File: src/rtl/dm_pkg.sv
// Shared encodings for the data-memory access controller.
package dm_pkg;

    // Access size encodings (cpu_size); 2'b11 is illegal.
    localparam logic [1:0] SZ_BYTE = 2'b00;
    localparam logic [1:0] SZ_HALF = 2'b01;
    localparam logic [1:0] SZ_WORD = 2'b10;

    // Controller states.
    localparam logic [0:0] IDLE     = 1'b0;
    localparam logic [0:0] CPU_LOAD = 1'b1;

    // Byte-enable patterns.
    localparam logic [3:0] BE_NONE    = 4'b0000;
    localparam logic [3:0] BE_BYTE0   = 4'b0001;
    localparam logic [3:0] BE_LO_HALF = 4'b0011;
    localparam logic [3:0] BE_HI_HALF = 4'b1100;
    localparam logic [3:0] BE_WORD    = 4'b1111;

    // Width of the external-requester wait counter (holds MAX_WAIT up to 15).
    localparam int unsigned WCNT_W = 4;

endpackage

File: src/rtl/dm_lane_unit.sv
// Byte-lane logic: store enables/placement, alignment check, load extraction.
module dm_lane_unit
    import dm_pkg::*;
(
    input  logic [1:0]  addr_lo,
    input  logic [1:0]  size,
    input  logic [31:0] wdata,
    input  logic [1:0]  ld_lane,
    input  logic [1:0]  ld_size,
    input  logic        ld_unsigned,
    input  logic [31:0] rdata,
    output logic [3:0]  be,
    output logic [31:0] wdata_lane,
    output logic        misaligned,
    output logic [31:0] ld_data
);

    logic [7:0]  byte_sel;
    logic [15:0] half_sel;

    // Store side: byte enables, lane replication and alignment check.
    always_comb begin
        be         = BE_NONE;
        wdata_lane = wdata;
        misaligned = 1'b0;
        case (size)
            SZ_BYTE: begin
                be         = BE_BYTE0 << addr_lo;
                wdata_lane = {4{wdata[7:0]}};
            end
            SZ_HALF: begin
                be         = addr_lo[1] ? BE_HI_HALF : BE_LO_HALF;
                wdata_lane = {2{wdata[15:0]}};
                misaligned = addr_lo[0];
            end
            SZ_WORD: begin
                be         = BE_WORD;
                misaligned = (addr_lo != 2'b00);
            end
            default: misaligned = 1'b1;
        endcase
    end

    // Load side: pick the addressed lane and sign/zero extend it.
    always_comb begin
        case (ld_lane)
            2'd0:    byte_sel = rdata[7:0];
            2'd1:    byte_sel = rdata[15:8];
            2'd2:    byte_sel = rdata[23:16];
            default: byte_sel = rdata[31:24];
        endcase
        half_sel = ld_lane[1] ? rdata[31:16] : rdata[15:0];
        case (ld_size)
            SZ_BYTE: ld_data = {{24{~ld_unsigned & byte_sel[7]}}, byte_sel};
            SZ_HALF: ld_data = {{16{~ld_unsigned & half_sel[15]}}, half_sel};
            default: ld_data = rdata;
        endcase
    end

endmodule

File: src/rtl/dm_access_ctrl.sv
// Data-memory port owner: arbitrates CPU MEM stage vs. external requester.
module dm_access_ctrl
    import dm_pkg::*;
#(
    parameter int unsigned ADDR_W   = 12,
    parameter int unsigned MAX_WAIT = 4
) (
    input  logic              clk,
    input  logic              reset_n,
    input  logic              cpu_req,
    input  logic              cpu_we,
    input  logic [1:0]        cpu_size,
    input  logic              cpu_unsigned,
    input  logic [31:0]       cpu_addr,
    input  logic [31:0]       cpu_wdata,
    output logic [31:0]       cpu_rdata,
    output logic              cpu_stall,
    output logic              cpu_align_err,
    input  logic              ext_req,
    input  logic              ext_we,
    input  logic [3:0]        ext_be,
    input  logic [ADDR_W-1:0] ext_addr,
    input  logic [31:0]       ext_wdata,
    output logic              ext_gnt,
    output logic              ext_rvalid,
    output logic [31:0]       ext_rdata,
    output logic              dm_en,
    output logic [3:0]        dm_we,
    output logic [ADDR_W-1:0] dm_addr,
    output logic [31:0]       dm_wdata,
    input  logic [31:0]       dm_rdata
);

    logic [0:0]        state_q, state_d;
    logic [WCNT_W-1:0] wait_cnt_q, wait_cnt_d;
    logic [1:0]        lane_q, lane_d;
    logic [1:0]        size_q, size_d;
    logic              uns_q, uns_d;
    logic              ext_rvalid_q, ext_rvalid_d;

    logic [3:0]        be;
    logic [31:0]       wdata_lane;
    logic [31:0]       ld_data;
    logic              misaligned;
    logic              ext_prio;
    logic              cpu_use;
    logic              ext_use;

    // Word address ignores the upper byte-address bits beyond DM depth.
    logic unused_addr_hi;
    assign unused_addr_hi = ^cpu_addr[31:ADDR_W+2];

    dm_lane_unit u_lane (
        .addr_lo     (cpu_addr[1:0]),
        .size        (cpu_size),
        .wdata       (cpu_wdata),
        .ld_lane     (lane_q),
        .ld_size     (size_q),
        .ld_unsigned (uns_q),
        .rdata       (dm_rdata),
        .be          (be),
        .wdata_lane  (wdata_lane),
        .misaligned  (misaligned),
        .ld_data     (ld_data)
    );

    assign ext_rvalid = ext_rvalid_q;

    // Next state, arbitration, wait counter and port muxing; all outputs forced low in reset.
    always_comb begin
        state_d       = state_q;
        wait_cnt_d    = wait_cnt_q;
        lane_d        = lane_q;
        size_d        = size_q;
        uns_d         = uns_q;
        ext_rvalid_d  = 1'b0;
        cpu_use       = 1'b0;
        ext_use       = 1'b0;
        dm_en         = 1'b0;
        dm_we         = BE_NONE;
        dm_addr       = '0;
        dm_wdata      = '0;
        ext_gnt       = 1'b0;
        ext_rdata     = '0;
        cpu_stall     = 1'b0;
        cpu_align_err = 1'b0;
        cpu_rdata     = '0;
        ext_prio      = ext_req && (wait_cnt_q >= WCNT_W'(MAX_WAIT));

        if (reset_n) begin
            case (state_q)
                IDLE: begin
                    if (cpu_req && misaligned) begin
                        cpu_align_err = 1'b1;
                    end else if (cpu_req && ext_prio) begin
                        cpu_stall = 1'b1;
                    end else if (cpu_req) begin
                        cpu_use = 1'b1;
                        if (!cpu_we) begin
                            cpu_stall = 1'b1;
                            state_d   = CPU_LOAD;
                            lane_d    = cpu_addr[1:0];
                            size_d    = cpu_size;
                            uns_d     = cpu_unsigned;
                        end
                    end
                end
                default: begin
                    // Load data returns; held cpu_req is the same instruction, not a new one.
                    cpu_rdata = ld_data;
                    state_d   = IDLE;
                end
            endcase

            ext_use = ext_req && !cpu_use;
            ext_gnt = ext_use;

            if (cpu_use) begin
                dm_en    = 1'b1;
                dm_we    = cpu_we ? be : BE_NONE;
                dm_addr  = cpu_addr[ADDR_W+1:2];
                dm_wdata = cpu_we ? wdata_lane : '0;
            end else if (ext_use) begin
                dm_en    = 1'b1;
                dm_we    = ext_we ? ext_be : BE_NONE;
                dm_addr  = ext_addr;
                dm_wdata = ext_wdata;
            end

            ext_rvalid_d = ext_use && !ext_we;

            if (!ext_req || ext_use) begin
                wait_cnt_d = '0;
            end else if (wait_cnt_q < WCNT_W'(MAX_WAIT)) begin
                wait_cnt_d = wait_cnt_q + WCNT_W'(1);
            end

            if (ext_rvalid_q) begin
                ext_rdata = dm_rdata;
            end
        end
    end

    // State and captured-load registers.
    always_ff @(posedge clk or negedge reset_n) begin
        if (!reset_n) begin
            state_q      <= IDLE;
            wait_cnt_q   <= '0;
            lane_q       <= '0;
            size_q       <= '0;
            uns_q        <= 1'b0;
            ext_rvalid_q <= 1'b0;
        end else begin
            state_q      <= state_d;
            wait_cnt_q   <= wait_cnt_d;
            lane_q       <= lane_d;
            size_q       <= size_d;
            uns_q        <= uns_d;
            ext_rvalid_q <= ext_rvalid_d;
        end
    end

endmodule

File: config.mk
export PLATFORM = sky130hd
export DESIGN_NAME = dm_access_ctrl
export DESIGN_NICKNAME = d
export VERILOG_FILES = /design/src/rtl/dm_pkg.sv /design/src/rtl/dm_lane_unit.sv /design/src/rtl/dm_access_ctrl.sv
export SDC_FILE = /design/constraint.sdc
export NUM_CORES = 1
export LEC_CHECK = 0
export BUFFER_PORTS_ARGS = -buffer_cell sky130_fd_sc_hd__buf_2
export CORE_AREA = 3 3 103 105
export DETAILED_ROUTE_END_ITERATION = 10
export DIE_AREA = 0 0 106 108
export GPL_TIMING_DRIVEN = 1
export HOLD_SLACK_MARGIN = 0.05
export SETUP_SLACK_MARGIN = 0.02
export SLEW_MARGIN = 20
export SYNTH_ARGS = -nofsm -noshare
export SYNTH_HDL_FRONTEND = slang
export SYNTH_SLANG_ARGS = --single-unit
File: constraint.sdc
create_clock -name clk -period 2.6 [get_ports clk]
set_clock_uncertainty 0.05 [all_clocks]
set_input_delay 0 -clock clk [delete_from_list [all_inputs] [get_ports clk]]
set_output_delay 0 -clock clk [all_outputs]
set_load 0.02 [all_outputs]
Word level (Yosys, flattened, before mapping)
Index checks and enable logic that the tools add are counted.
{"block": "op_classes", "addsub": 1, "n_eq_ne": 5, "magnitude_cmp": 2, "mux": 47, "shifts": 1, "bitwise": 7, "n_reduce_logical": 16}
{"cell": "$mux W32", "count": 8}
{"cell": "$pmux W32 S2", "count": 2}
{"cell": "$mux W12", "count": 3}
{"cell": "$mux W4", "count": 8}
{"cell": "$pmux W8 S3", "count": 1}
{"cell": "$mux W1", "count": 22}
{"cell": "$mux W16", "count": 1}
{"cell": "$pmux W4 S3", "count": 1}
{"cell": "$eq A2 B1 Y1 const B", "count": 3}
{"cell": "$logic_not A2 Y1", "count": 3}
{"cell": "$reduce_and A6 Y1", "count": 1}
{"cell": "$logic_and A1 B1 Y1", "count": 5}
{"cell": "$not A1 Y1", "count": 5}
{"cell": "$add A4 B1 Y4 const B", "count": 1}
{"cell": "$eq A2 B2 Y1 const B", "count": 2}
{"cell": "$ge A4 B3 Y1 const B", "count": 1}
{"cell": "$lt A4 B3 Y1 const B", "count": 1}
{"cell": "$reduce_bool A2 Y1", "count": 2}
{"cell": "$shl A1 B2 Y4 const A", "count": 1}
{"cell": "$logic_not A1 Y1", "count": 3}
{"cell": "$pmux W1 S3", "count": 1}
{"cell": "$and A1 B1 Y1", "count": 2}
{"cell": "$reduce_and A2 Y1", "count": 1}
{"cell": "$logic_or A1 B1 Y1", "count": 1}
{"block": "totals", "input_bits": 153, "out_inout_bits": 117, "word_cells": 85, "regBits": 11}

Logic depth before layout (Yosys ltp)
Gate-level depths: netlist of the first run.
{"block": "depth", "word_depth": 12, "depth_mapped": 7, "mapped_depth_nobuf": 5}

Modules after synthesis
From an unflattened synthesis of the first run, not the netlist that was laid out.
{"block": "unflattened", "hier_cells": 440, "area_unflattened_um2": 3128.0}
{"module": "dm_access_ctrl", "cells_per_inst": 249, "n_inst": 1, "area_per_inst_um2": 1805.5, "seq_area_each_um2": 275.3}
{"module": "dm_lane_unit", "cells_per_inst": 191, "n_inst": 1, "area_per_inst_um2": 1322.5, "seq_area_each_um2": 0.0}

Least setup slack after synthesis of the first run
Ideal clock, no wire load.
{"block": "synth_path", "kind": "reg2out", "from": "reg size_q[1]", "to": "out cpu_rdata[30]", "required_time_ns": 2.550, "n_path_buf": 2, "stages_incl_launch_ff": 7, "t_arrival_ns": 1.882, "setup_slack_ns": 0.668, "cell_sequence": "dfrtp_1 buf_6 or3_1 or2_4 a2111oi_4 buf_6 a21o_1"}
{"block": "synth_via", "elab_chain_cells": 4, "word_cells_on_any_way": 5, "cone_classes": "1 x eq/ne; 3 x mux; 1 x reduce/logical"}
{"item": "start: declaration", "line": "dm_access_ctrl.sv:37", "source": "logic [1:0] size_q, size_d;"}
{"item": "start signal: assignment", "line": "dm_access_ctrl.sv:157", "source": "size_q <= size_d;"}
{"item": "$eq A2 B1 Y1 or $logic_not A2 Y1 (tied branches)", "line": "dm_lane_unit.sv:53", "source": "case (ld_size)"}
{"item": "$pmux W32 S2 *", "line": "dm_lane_unit.sv:53"}
{"item": "$mux W32 *", "line": "dm_access_ctrl.sv:91", "source": "case (state_q)"}
{"item": "$mux W32 *", "line": "dm_access_ctrl.sv:90", "source": "if (reset_n) begin"}
{"item": "end: declaration", "line": "dm_access_ctrl.sv:16", "source": "output logic [31:0] cpu_rdata,"}
Every way passes the cells marked *; elsewhere a longest branch is shown, timed or not.

Worst setup path after layout of the first run
{"block": "layout_path", "from": "reg size_q[0]", "to": "out cpu_rdata[21]"}
Same word-level chain as after synthesis.

==> results of run 1 <==
## state kept, by name, summed over array words and instances, names as in the netlist
register    count
size_q          2
lane_q          2
uns_q           1
ext_rvalid      1
wait_cnt_q      4
state_q         1
## power breakdown
part / switching [mW] / internal [mW] / total (mW)
Sequential: 0.0534 / 0.196 / 0.249
Clock: 0.0619 / 0.107 / 0.169
Combinational: 0.486 / 0.350 / 0.836
## layout make-up
cell class,instances,area (µm²)
Fill cell,1074,5660
Clock buffer,4,45.0
Tap cell,133,166
Timing Repair Buffer,266,1390
Inverter,9,33.8
Sequential cell,11,275
Multi-Input combinational cell,335,2140
Antenna cell,3,7.51
## metal layers
metal,GRT usage,up-vias,share of wire
met3,0.0472,14,0.089
met5,0,-,0
met2,0.360,196,0.50
li1,-,1922,-
met4,0.0703,0,0.018
met1,0.231,1746,0.39
## final timing paths
kind	to	slack (ns)	cells after the start
max	cpu_rdata[21]	0.26	6
min	lane_q[1]	0.07	2
max reg2reg	lane_q[0]	0.72	4
min reg2reg	wait_cnt_q[3]	0.44	1
max in group asynchronous	lane_q[0]	1.84	3
min in group asynchronous	wait_cnt_q[0]	0.16	2
## kinds of logic after synthesis
family	after synthesis	synth area share
AOI/OAI and AO/OA	139	0.330
adders and majority gates	1	0.00471
buffers and inverters	57	0.0909
DFF	11	0.104
muxes	44	0.177
and+or+nand+nor	151	0.294
## repair_timing
item,in CTS,in global routing
endpoints found under the setup margin,0,16
hold buffers,5,0
endpoints found under the hold margin,15,0
resized for setup,0,1
buffers inserted,0,0
## cell usage in the layout (no fill, tap or decap), drive strengths merged, types with 2 or more instances in the layout
cell         synthesis  layout
o21a                 6       6
mux2                12      12
a22oi                2       2
clkbuf              33       4
a21o                16      16
dlygate4sd3          0       5
o31ai               24      24
mux2i               32      32
and2                 4       4
nand4                4       4
nand2b               7       7
a21boi               2       2
nor2                19      19
a21oi               39      39
and3                33      33
inv                  9       9
nor3                 2       2
nand3               44      44
or2                  2       2
diode                0       3
dfrtp               11      11
o22ai                4       4
o21ai               41      41
nor2b                5       5
buf                 15     261
nand2               27      27
## per-stage QoR
stage	instances	power, mW	setup WS, ns	area, µm²
after CTS	758	1.26	0.122	4060
after global placement	749	1.06	0.565	3960
after global routing	761	1.36	0.151	4070
final	761	1.25	0.263	4070
after floorplan	403	0.802	0.668	2660
after detailed placement	749	1.08	0.524	3960
==> run summary, run 1 <==
The clock-pin slew of the registers on the worst-case setup and hold paths is 0.05 ns. The largest single stage delay on the critical path is 0.51 ns. The largest total area in the synthesized netlist belongs to mux2i_1. By count the netlist is led by nand3_1 (44), o21ai_0 (41), a21oi_1 (39). The final number of hold-violating endpoints is 0.

The critical path goes through or3_1, or2_4, a2111oi_4, buf_4, a21o_2, buf_2. For the final routed database, the setup TNS stands at 0 ns. The cell area after synthesis came out at 2660 µm². The total vias in the final route is 3878.

The ratio of total power to cell area is 309 nW/µm². The post-route minimum period came out at 2.34 ns. In this run the most critical hold path is launched from cpu_addr[1].

The mean cell area of the mapped netlist came out at 6.59 µm². The detailed router's first-iteration violation count is 225. The final count of negative-setup-slack endpoints is 0. Measured against its own limit, the worst slew margin works out to 0.401. The flow ran to the end, and the final reports show no timing, DRC or antenna violations. The total overflow left after global routing is 0. The required time of the critical path came out at 2.55 ns.

The H-tree depth came out at 1. The number of global-route vias before repair was 3612. After synthesis, the cell types taking the most area are mux2i_1 (12%), dfrtp_1 (10%), nand3_1 (8.3%). The worst vdd rail ir drop came out at 127 µV. The leakage power total is 2.41 nW. The sum of buffers and inverters on the critical path came out at 2. The count of buffers added on input and output ports is 251.

The post-synthesis to final-layout area growth came out at 53.0%. The maximum number of pins on one net before global-route repair is 102. The cell family contributing the most delay on the critical path is simple AND/OR/NAND/NOR gates. The later pin in the worst-skew pair is clocked with a latency of 0.24 ns.

The Yosys step of the flow raised 0 warnings. The gate count of the mapped netlist is 403. Along the worst path, the maximum fanout reaches 16. Of the synthesized area, sequential elements account for 0.104. The worst setup path is of the reg2out kind.

The number of antenna violations at the first check in global routing is 3. For this run, the total global-route usage over all layers was measured as 0.200. The final hold slack is 0.0678 ns. The clock tree from TritonCTS is done.

The most used flip-flop cell after synthesis is dfrtp_1. The number of top-level pins is 270. The global-route wire length before repair is 18.6 mm. The class of the tightest hold or removal check is in2reg. The clock drives 11 sinks. The initial cell density of the core is 0.273. The final layout contains 780 nets. The post-DP HPWL came out at 10.0 mm. Setup repair after global routing left no endpoint under its margin. The buffer cell driving the clock tree root is clkbuf_8.

On the critical path, the stage with the largest delay is an instance of dfrtp_1. The ratio of final minimum period to clock period is 0.899. The post-route antenna net violation count came out at 0. The worst flop-to-flop path startpoint is state_q.

The number of max-cap violations is 0. The final weighted congestion in routability-driven placement came out at 0.852. The area enclosed by the die boundary is 11400 µm². The launching element of the worst setup path is size_q[0].

The detailed-route vias per instance is 5.10. The worst setup path is launched from a register. The net count after synthesis came out at 557. The worst setup path is captured at a primary output.

The placeable core region came out at 9730 µm². The most instantiated library cell after synthesis is nand3_1. The total CTS buffers is 3. The share of synthesized area in the top cell type comes to 0.121. The wire length per cell after detailed routing is 16.2 µm. STA puts the critical path data arrival time at 2.29 ns.

The slew at the pin closest to its max-slew limit came out at 0.896 ns. The final wirelength is 12.3 mm. The count of unique library cells instantiated by Yosys is 40.

In this run the horizontal extent of the chip is 106 µm. The die is 108 µm tall. The fraction of layout instances using a drive strength above 1 came out at 0.470. Counting flops with an async set or reset pin after synthesis yields a share of 1.00. The number of max-slew violations in the final report is 0. The fmax is 428 MHz. The number of detailed-routing iterations run before antenna repair is 5. In the routed design, unresolved DRC markers number 0. The clock tree buffer depth is 2. The final standard cell utilization of the core came out at 0.418.

The standard-cell row count is 36. The count of flip-flops with a built-in enable after synthesis came out at 0. The register bit count reported by yosys is 11.
(Power assumes the default switching activity.)
==> run 2, diff against run 1 <==
Settings changed: RECOVER_POWER from default to 25.
==> run summary, run 2 (synthesis results as in run 1) <==
The switching power of the nets came out at 0.602 mW. After the flow finishes, the layout carries non-filler instances totaling 761. The cell total after placement came out at 749.

The number of detailed-routing iterations run before antenna repair came out at 5. The leakage power total is 2.31 nW. The number of instances on the worst hold path came out at 2. The post-route total power came out at 1.25 mW. The initial cell density of the core came out at 0.273. The fraction of power consumed by sequential logic is 0.199. The ratio of total power to cell area is 310 nW/µm².

The maximum number of pins on one net before global-route repair is 102. After clock tree synthesis, the clock-pin slew on the worst setup and hold paths is 0.05 ns. The flow ran to the end, and the final reports show no timing, DRC or antenna violations. The total CTS buffers is 3. The number of post-CTS setup repair buffers came out at 0. The final number of hold-violating endpoints is 0. The aggregate global routing overflow came out at 0.

The net total in the final layout came out at 780. The worst vdd rail ir drop came out at 128 µV. Once detail routing completed, the nets flagged for antenna violations numbered 0. The number of global-route vias before repair was 3612.

Wires add up to 12.4 mm. The vertical extent of the die came out at 108 µm. The switching power as a share of total power is 0.480. The H-tree depth came out at 1.

The first global-routing pass estimated 18.6 mm of wire. Setup violations remaining at the end of the flow were counted as 0. The number of max-cap violations came out at 0.

The number of I/O port buffers is 251. The cell sitting at the root of the clock tree is a clkbuf_8. Based on the critical path, the design can be clocked at up to 428 MHz. The final standard cell utilization of the core came out at 0.415. The wire length per cell after detailed routing is 16.3 µm.

The number of cells on the worst reg-to-reg path is 4. The slew at the pin closest to its max-slew limit came out at 0.892 ns. The internal portion of total power came out at 0.651 mW. The global routing usage summed across all routing layers is 0.200. After detailed routing, the number of remaining DRC violations is 0. The die outline width came out at 106 µm. The clock insertion delay at the later pin of the skew report is 0.24 ns. The post-route minimum period came out at 2.34 ns.

The post-route setup TNS is 0 ns. The type of element launching the critical path is a register. The TritonCTS sink count came out at 11.

The detailed router's first-iteration violation count is 248. The post-synthesis to final-layout area growth came out at 52.0%. The fraction of layout instances using a drive strength above 1 is 0.435. The total vias in the final route came out at 3890.

The longest clock path from root to sink contains 2 buffers. In the layout the commonest cells are buf_2 (229), nand3_1 (44), o21ai_0 (41). The combinational cell fraction of total power came out at 0.666. The library cell used most frequently in the layout, excluding fill and tap cells, is buf_2. The post-DP HPWL came out at 10.0 mm. The ratio of final minimum period to clock period is 0.899. Data on the critical path is required at its endpoint by 2.55 ns. The number of top-level pins came out at 270. The share of total power dissipated in the clock network is 0.135. In this run the worst hold path is classified as in2reg. In this run the worst path has a maximum fanout of 16. The number of max-slew violations in the final report is 0. The flip-flop count of the largest register, all copies and words added is 4. The detailed-route vias per instance is 5.11. The standard-cell row count came out at 36.

The placeable core region came out at 9730 µm². The area enclosed by the die boundary came out at 11400 µm². The largest registers in the layout are wait_cnt_q: 4 flops, lane_q: 2 flops, size_q: 2 flops.

The final weighted congestion in routability-driven placement is 0.852. The relative max-transition margin is 0.403. By startpoint and endpoint, the worst setup path is classified as reg2out.

Setup repair after global routing left no endpoint under its margin. The cell area after layout came out at 4040 µm². STA classifies the critical path endpoint as a primary output. The clock tree from TritonCTS is done. Once placement finished, the instance area stood at 3960 µm².

More flip-flops sit in one register than any other, and that register is wait_cnt_q. Data arrives at the worst endpoint at 2.29 ns. The number of antenna violations at the first check in global routing was 3.
## run 2: repair_timing
item | CTS | global route
resized for setup | 0 | 1
endpoints found under the setup margin | 0 | 16
endpoints found under the hold margin | 15 | 0
hold buffers | 5 | 0
## run 2: metal layers
layer,global-route usage,share of wire,vias up
li1,-,-,1923
met1,0.231,0.39,1758
met2,0.360,0.50,197
met3,0.0472,0.089,12
met4,0.0703,0.015,0
met5,0,0,-
## run 2: worst paths after layout
check	slack (ns)	end	from
min in group asynchronous	0.16	wait_cnt_q[0]	reset_n
max	0.26	cpu_rdata[21]	size_q[0]
max reg2reg	0.72	uns_q	state_q
max in group asynchronous	1.83	lane_q[0]	reset_n
min reg2reg	0.44	wait_cnt_q[3]	wait_cnt_q[3]
min	0.07	lane_q[1]	cpu_addr[1]
## run 2: metrics by stage
stage / hold slack [ns] / setup WS, ns
floorplan: -0.346 / 0.668
global placement: -0.156 / 0.565
detailed placement: -0.153 / 0.524
CTS: 0.0566 / 0.122
global route: 0.0629 / 0.151
finish: 0.0673 / 0.263
## run 2: cell type report
class,count,area [µm²]
Sequential cell,11,275
Clock buffer,4,45.0
Inverter,9,33.8
Multi-Input combinational cell,335,2140
Timing Repair Buffer,266,1370
Tap cell,133,166
Fill cell,1092,5690
Antenna cell,3,7.51
## run 2: worst max-delay path, stage by stage, from the launching register on
cell and delay [ns]:
dfrtp_1 0.51, or3_1 0.45, or2_4 0.25, a2111oi_4 0.29, buf_4 0.26, a21o_2 0.12, buf_2 0.16
## run 2: power by group through the flow
stage / Clock, mW / Combinational (mW) / Sequential [mW]
2_1_floorplan: 0 / 0.586 / 0.216
3_3_place_gp: 0 / 0.814 / 0.250
3_5_place_dp: 0 / 0.827 / 0.252
4_1_cts: 0.178 / 0.836 / 0.249
5_1_grt: 0.186 / 0.916 / 0.255
6_report: 0.169 / 0.835 / 0.249
